$ cat config.mk
export PLATFORM = sky130hd
export DESIGN_NAME = branch_predict_unit
export DESIGN_NICKNAME = d
export VERILOG_FILES = /design/src/rtl/branch_predict_unit.sv
export SDC_FILE = /design/constraint.sdc
export NUM_CORES = 1
export LEC_CHECK = 0
export CAP_MARGIN = 25
export CORE_ASPECT_RATIO = 0.75
export CORE_MARGIN = 4
export CORE_UTILIZATION = 40
export CTS_CLUSTER_SIZE = 30
export DETAILED_ROUTE_END_ITERATION = 6
export GPL_TIMING_DRIVEN = 0
export PLACE_DENSITY_LB_ADDON = 0.2
export REMOVE_ABC_BUFFERS = 1
export SLEW_MARGIN = 30
export SYNTH_ARGS = -nofsm -noshare
export SYNTH_HDL_FRONTEND = slang
export SYNTH_SLANG_ARGS = --single-unit
$ cat constraint.sdc
create_clock -name clk -period 3.1 [get_ports clk]
set_input_delay 0.62 -clock clk [delete_from_list [all_inputs] [get_ports clk]]
set_output_delay 0.62 -clock clk [all_outputs]
set_load 0.05 [all_outputs]
$ cat src/rtl/branch_predict_unit.sv
// Branch history table / target buffer with EX-stage mispredict detection,
// PC redirect and flush control, post-redirect squash window and statistics.
module branch_predict_unit #(
    parameter int unsigned XLEN          = 32,
    parameter int unsigned IDX_BITS      = 4,
    parameter int unsigned SQUASH_CYCLES = 2,
    parameter int unsigned CNT_W         = 32
) (
    input  logic              clk,
    input  logic              reset_n,
    input  logic [XLEN-1:0]   if_pc,
    output logic              pred_taken,
    output logic [XLEN-1:0]   pred_target,
    input  logic              ex_valid,
    input  logic              ex_is_branch,
    input  logic [XLEN-1:0]   ex_pc,
    input  logic              ex_actual_taken,
    input  logic [XLEN-1:0]   ex_actual_target,
    input  logic              ex_pred_taken,
    input  logic [XLEN-1:0]   ex_pred_target,
    output logic              mux_to_pc,
    output logic [XLEN-1:0]   redirect_pc,
    output logic              IF_Flush,
    output logic              ID_Flush,
    output logic [CNT_W-1:0]  branch_count,
    output logic [CNT_W-1:0]  mispredict_count
);

    localparam int unsigned ENTRIES = 1 << IDX_BITS;
    localparam int unsigned SQ_W    = (SQUASH_CYCLES > 0) ? $clog2(SQUASH_CYCLES + 1) : 1;

    typedef enum logic {RUN, SQUASH} state_e;

    state_e               state_q, state_d;
    logic [SQ_W-1:0]      sq_cnt_q, sq_cnt_d;
    logic [1:0]           ctr_q [ENTRIES];
    logic [1:0]           ctr_d [ENTRIES];
    logic [ENTRIES-1:0]   valid_q, valid_d;
    logic [XLEN-1:0]      tgt_q [ENTRIES];
    logic [XLEN-1:0]      tgt_d [ENTRIES];
    logic [CNT_W-1:0]     branch_count_q, branch_count_d;
    logic [CNT_W-1:0]     mispredict_count_q, mispredict_count_d;

    logic [IDX_BITS-1:0]  if_idx;
    logic [IDX_BITS-1:0]  ex_idx;
    logic                 resolve_c;
    logic                 mispredict_c;
    logic [XLEN-IDX_BITS-1:0] unused_if_pc;

    assign if_idx       = if_pc[IDX_BITS+1:2];
    assign ex_idx       = ex_pc[IDX_BITS+1:2];
    assign unused_if_pc = {if_pc[XLEN-1:IDX_BITS+2], if_pc[1:0]};

    // Read-before-write: prediction always reflects the registered table.
    assign pred_taken  = valid_q[if_idx] & ctr_q[if_idx][1];
    assign pred_target = tgt_q[if_idx];

    assign branch_count     = branch_count_q;
    assign mispredict_count = mispredict_count_q;

    // Resolve/mispredict detection and zero-latency redirect outputs.
    always_comb begin
        resolve_c    = ex_valid & ex_is_branch & (state_q == RUN) & reset_n;
        mispredict_c = resolve_c &
                       ((ex_actual_taken != ex_pred_taken) |
                        (ex_actual_taken & ex_pred_taken & (ex_pred_target != ex_actual_target)));
        mux_to_pc    = mispredict_c;
        IF_Flush     = mispredict_c;
        ID_Flush     = mispredict_c;
        redirect_pc  = '0;
        if (mispredict_c) begin
            redirect_pc = ex_actual_taken ? ex_actual_target : (ex_pc + XLEN'(4));
        end
    end

    // Table and statistics next-state.
    always_comb begin
        ctr_d              = ctr_q;
        valid_d            = valid_q;
        tgt_d              = tgt_q;
        branch_count_d     = branch_count_q + CNT_W'(resolve_c);
        mispredict_count_d = mispredict_count_q + CNT_W'(mispredict_c);
        if (resolve_c) begin
            if (ex_actual_taken) begin
                ctr_d[ex_idx]   = (ctr_q[ex_idx] == 2'd3) ? 2'd3 : (ctr_q[ex_idx] + 2'd1);
                valid_d[ex_idx] = 1'b1;
                tgt_d[ex_idx]   = ex_actual_target;
            end else begin
                ctr_d[ex_idx]   = (ctr_q[ex_idx] == 2'd0) ? 2'd0 : (ctr_q[ex_idx] - 2'd1);
            end
        end
    end

    // Squash-window FSM next-state.
    always_comb begin
        state_d  = state_q;
        sq_cnt_d = sq_cnt_q;
        case (state_q)
            RUN: begin
                if (mispredict_c && (SQUASH_CYCLES > 0)) begin
                    state_d  = SQUASH;
                    sq_cnt_d = SQ_W'(SQUASH_CYCLES);
                end
            end
            SQUASH: begin
                sq_cnt_d = sq_cnt_q - SQ_W'(1);
                if (sq_cnt_q <= SQ_W'(1)) begin
                    state_d = RUN;
                end
            end
            default: begin
                state_d  = RUN;
                sq_cnt_d = '0;
            end
        endcase
    end

    always_ff @(posedge clk or negedge reset_n) begin
        if (!reset_n) begin
            state_q            <= RUN;
            sq_cnt_q           <= '0;
            valid_q            <= '0;
            branch_count_q     <= '0;
            mispredict_count_q <= '0;
            for (int unsigned i = 0; i < ENTRIES; i++) begin
                ctr_q[i] <= 2'b01;
                tgt_q[i] <= '0;
            end
        end else begin
            state_q            <= state_d;
            sq_cnt_q           <= sq_cnt_d;
            valid_q            <= valid_d;
            branch_count_q     <= branch_count_d;
            mispredict_count_q <= mispredict_count_d;
            ctr_q              <= ctr_d;
            tgt_q              <= tgt_d;
        end
    end

endmodule

== Word-level counts from Yosys, hierarchy flattened ==
Cells that the tools add are included.
Storage, ports and cells
  bits in registers: 627
  input port bits: 134
Cells by class
  bitwise logic cells: 12
  mux-type cells: 30
  reduce and logical (&&, ||, !) cells: 4
  add/sub/neg operators: 6
  equality and inequality tests: 4
  order comparisons: 7
Operator list (count)
  512-bit bitwise mux: 1
  32-bit two-way mux: 6
  32-bit binary-select mux with 4-bit select: 1
  32-bit demux with 4-bit select: 1
  32-bit by 1-bit adder with 32-bit output: 2
  32-bit bitwise mux: 2
  32-bit by 3-bit adder with 32-bit output (second input constant): 1
  32-bit inequality test: 1
  2-bit binary-select mux with 4-bit select: 2
  2-bit two-way mux: 8
  16-bit bitwise OR: 1
  5-bit >= comparator (second input constant): 2
  4-bit by 5-bit less-than comparator with 1-bit output (second input constant): 2
  4-bit NOT with 5-bit output: 2
  2-bit demux with 4-bit select: 1
  1-bit bitwise AND: 7
  5-bit by 1-bit less-than comparator with 1-bit output (second input constant): 1
  1-bit binary-select mux with 4-bit select: 1
  1-bit demux with 4-bit select: 1
  4-bit by 1-bit >= comparator with 1-bit output (second input constant): 1
  1-bit two-way mux: 4
  2-bit one-hot mux with 2 select lines: 1
  2-bit by 1-bit subtractor with 2-bit output (second input constant): 2
  2-bit by 1-bit adder with 2-bit output (second input constant): 1
  other kinds (10): 11

== Longest topological paths before layout ==
  depth in word-level cells: 8
  gate-level depth with buffers: 17
  depth with buffers taken out: 13

== Least setup slack after synthesis ==
No wires, ideal clock.
  path type: input port to flip-flop
  from: input ex_actual_target[20]
  to: register mispredict_count_q[30] (netlist: mispredict_count[30])
  slack: -646 ps
  arrival: 3603 ps
  stages on the path: 17
  required time: 2956 ps
  buffers on the path: 4
  library setup time: 144 ps
  cells stage by stage: clkbuf_1 -> xnor2_1 -> nand4_1 -> nor4_1 -> a21boi_0 -> o21ai_1 -> buf_2 -> inv_1 -> ha_1 -> ha_1 -> and3_1 -> clkbuf_1 -> nand3_1 -> or2_2 -> buf_2 -> nor3b_1 -> xor2_1
Between the ends
  longest elaborated chain between the ends: 5
RTL lines
  start, declared: line 18  | input logic [XLEN-1:0] ex_actual_target,
  32-bit inequality test: line 66  | (ex_actual_taken & ex_pred_taken & (ex_pred_target != ex_actual_target)));
  1-bit bitwise AND: line 66
  1-bit bitwise OR: line 65  | ((ex_actual_taken != ex_pred_taken) |
  1-bit bitwise AND: line 64  | mispredict_c = resolve_c &
  via ID_Flush: line 24  | output logic ID_Flush,
  32-bit by 1-bit adder with 32-bit output: line 82  | mispredict_count_d = mispredict_count_q + CNT_W'(mispredict_c);
  via mispredict_count_d[30]: line 42  | logic [CNT_W-1:0] mispredict_count_q, mispredict_count_d;
  end signal, assigned: line 134  | mispredict_count_q <= mispredict_count_d;
  end, declared: line 42
The timed path passes the listed nets, and every way through them passes these cells.
A chain may end at the register's enable or synchronous reset.

== Final worst setup path ==
  from: input ex_actual_target[8]
  to: output ID_Flush
Between the ends
  longest elaborated chain between the ends: 4
RTL lines (line)
  32-bit inequality test: 66
  1-bit bitwise AND: 66
  1-bit bitwise OR: 65
  1-bit bitwise AND: 64
  end, declared: 24
Every way passes these cells.

==> metrics.md <==
| Metric | Value |
|---|---|
| CTS Sinks | `627` |
| Rel. slew slack | `40.10%` |
| Final Max Slew Viols | `0` |
| IO buf count | `237` |
| Flops & latches, synth | `627` |
| TritonCTS clock tree | `done` |
| VDD IR-drop max | `0.3167 mV` |
| WL final | `89,590 microns` |
| Setup crit start | `ex_actual_target[8]` |
| Commonest cells in the netlist | `dfrtp_1, mux2_2, mux4_2` |
| Share of cells above drive strength 1 | `49.47%` |
| Final period util | `111.4%` |
| Worst r2r src | `state_q` |
| Syn_area_per_cell | `14.34 sq um` |
| Endpoints failing setup | `45` |
| Asr flop ratio synth | `100.0%` |
| Cell with the most instances after synthesis | `dfrtp_1` |
| Worst skew pair latency | `0.61 ns` |
| Remaining antenna violation count | `0` |
| RSZ-0062 raised after global routing | `yes` |
| Worst Hold Class | `input pin to async pin` |
| Least-Margin Pin Slew | `0.8978 ns` |
| Fmax | `289.6 MHz` |
| DRT Pass-1 Iters | `5` |
| Cell row count | `85` |
| Top cell type by total area after synthesis | `dfrtp_1` |
| Synth top area share | `51.84%` |
| Starting density of the core | `40.73%` |
| Syn Inst Count | `2,057` |
| DRC | `0` |
| Routed wire per std cell | `27.20 microns` |
| Area grow syn2layout | `25.70%` |
| Grt total ovfl | `0` |
| Metal1 wirelength | `41,900 microns` |
| Failing checks | `negative setup slack` |
| Detail-routed via count per cell | `5.736` |
| H-tree depth | `3` |
| Area contributors post-synth | `dfrtp_1, mux2_2, mux4_2` |
| Seq/Total Area, Yosys | `53.26%` |
| Status | `complete, but fails checks` |
| Ant diodes | `0` |
| Fin Setup TNS | `-10.83 ns` |
| Clock Pin Slew Worst Setup and Hold Paths | `0.06 ns` |
| Max Clock Skew | `0.02842 ns` |
| Worst path arrival time | `2.83 ns` |
| Longest Clk Path Bufs | `3` |
| Final net count | `2,432` |
| # placed instances | `3,101` |
| Top Ports | `266` |
| Top sig layer | `met5` |
| First DRT Iteration DRCs | `1,397` |
| Filler instances | `6,038` |
| Die Wd | `321.6 microns` |
| Routed wl met2 | `40,430 microns` |
| Largest net degree at the start of global routing | `92` |
| Routed vias | `18,900` |
| First-pass GRT wire length | `132,200 microns` |
| Total die area | `78,190 sq um` |
| Number of synthesized flops with an enable pin | `0` |
| Antenna violations before repair | `5` |
| Fin crit period | `3.453 ns` |
| Top_reg_cell synth | `dfrtp_1` |
| Core ar. | `72,430 sq um` |
| Gr usage total | `22.73%` |
| Hold Slack | `0.07540 ns` |
| Worst Path Max Fanout | `5` |
| CP Capture Type | `output port` |
| Die H | `243.2 microns` |
| Non-Filler Instances | `3,294` |
| Setup ws final | `-0.3532 ns` |
| Vias in the first global route | `19,670` |
| Maxcap violations | `0` |
| Post-DP HPWL | `54,050 microns` |
| Mapped Area | `29,500 sq um` |
| Leakage power total | `17.51 nW` |
| Synth Warn # | `0` |
| WP data required | `2.48 ns` |
| Pwr dens | `559.5 nW/um^2` |
| Setup crit start kind | `input pin` |
| Root buf cell | `clkbuf_16` |
| Routed length on met3 | `5487 microns` |
| Synth unique cells | `46` |
| Routability cong. | `0.7575` |
| Final hold viol count | `0` |
| Cts bufs inserted | `67` |
| Crit path kind | `input pin to output port` |
[per-layer routing]
layer  vias up  GRT usage (%)
li1       7961              -
met1     10250          34.05
met2       567          34.07
met3       120          4.547
met4         2          5.539
met5         -              0
[flip-flops by register name, indices dropped and copies added (netlist names)]
| register | cells |
|---|---|
| branch_count | 32 |
| ctr_q | 32 |
| mispredict_count | 32 |
| sq_cnt_q | 2 |
| state_q | 1 |
| tgt_q | 512 |
| valid_q | 16 |
[stage by stage]
step | util, % | power (W) | setup WS, ns | cell area (sq um)
finish | 51.19 | 0.02074 | -0.3532 | 37080
global route | 51.19 | 0.02154 | -0.3829 | 37080
CTS | 50.58 | 0.02088 | -0.3084 | 36630
detailed placement | 45.85 | 0.01241 | -3.082 | 33210
global placement | 44.55 | 0.01234 | -26.01 | 32270
floorplan | - | 0.01107 | -1.978 | 28700
[worst max-delay path: stages]
cell and delay (ns):
buf_16 0.11, xnor2_4 0.27, nand4_1 0.40, nor4_2 0.40
a21boi_2 0.11, o21ai_4 0.15, buf_12 0.13, buf_16 0.13
buf_12 0.13, clkinvlp_4 0.16, buf_8 0.19
[where the power goes]
part / internal, W / total, W / switching, W / leakage (nW)
logic: 0.00146 / 0.00309 / 0.00163 / 7.91
registers: 0.00895 / 0.00938 / 0.000428 / 8.49
clock network: 0.00494 / 0.00827 / 0.00333 / 1.11
[cells in the final DEF, fill, tap and decap left out, types with 17 or more instances in the layout]
| cell | Yosys | routed |
|---|---|---|
| a21oi_1 | 43 | 33 |
| and3_1 | 25 | 17 |
| buf_12 | 0 | 29 |
| buf_16 | 0 | 27 |
| buf_2 | 63 | 43 |
| buf_4 | 5 | 52 |
| buf_6 | 2 | 47 |
| clkbuf_16 | 0 | 72 |
| clkdlybuf4s50_1 | 0 | 78 |
| dfrtp_1 | 611 | 611 |
| dlygate4sd2_1 | 0 | 20 |
| mux2_2 | 512 | 512 |
| mux4_2 | 165 | 165 |
| nand2_1 | 105 | 88 |
| nand2b_1 | 18 | 18 |
| nand3_1 | 37 | 27 |
| nand4_1 | 26 | 26 |
| nor2_1 | 78 | 55 |
| xnor2_1 | 83 | 69 |
| xor2_1 | 34 | 31 |
[final timing paths]
| path | to | cells past startpoint | slack, ns |
|---|---|---|---|
| min in group clk | tgt_q[245] | 2 | 0.37 |
| setup / recovery | ID_Flush | 11 | -0.35 |
| max in group asynchronous | tgt_q[277] | 6 | 1.42 |
| hold / removal | branch_count[19] | 2 | 0.08 |
| hold reg to reg | mispredict_count[31] | 1 | 0.47 |
| setup reg to reg | mispredict_count[30] | 14 | 0.19 |
[area by class of cell]
type	instances	area [sq um]	share of cell area, %
Clock buffer	102	2032	5.481
Clock inverter	16	222.7	0.6007
Inverter	7	35.03	0.09449
Multi-Input combinational cell	1240	13770	37.14
Sequential cell	627	15710	42.37
Tap cell	957	1197	3.230
Timing Repair Buffer	345	4110	11.09
[timing repair]
item	CTS	global route
hold endpoints to repair	58	0
hold buffers	4	0
pin swaps	59	33
cloned	14	2
setup buffers	41	17
endpoints found under the setup margin	650	67
gates resized for setup	801	120
[logic make-up after synthesis]
logic type               Yosys count  synth area share, %
multiplexers                     685                32.58
flip-flops                       627                53.26
AND/OR/NAND/NOR                  333                5.438
buffers and inverters            190                2.800
XOR/XNOR                         117                3.474
AO/OA/AOI/OAI                     94                1.981
adder cells (fa/ha/maj)           11               0.4624
Note: power is estimated with default switching activity, not from simulation.
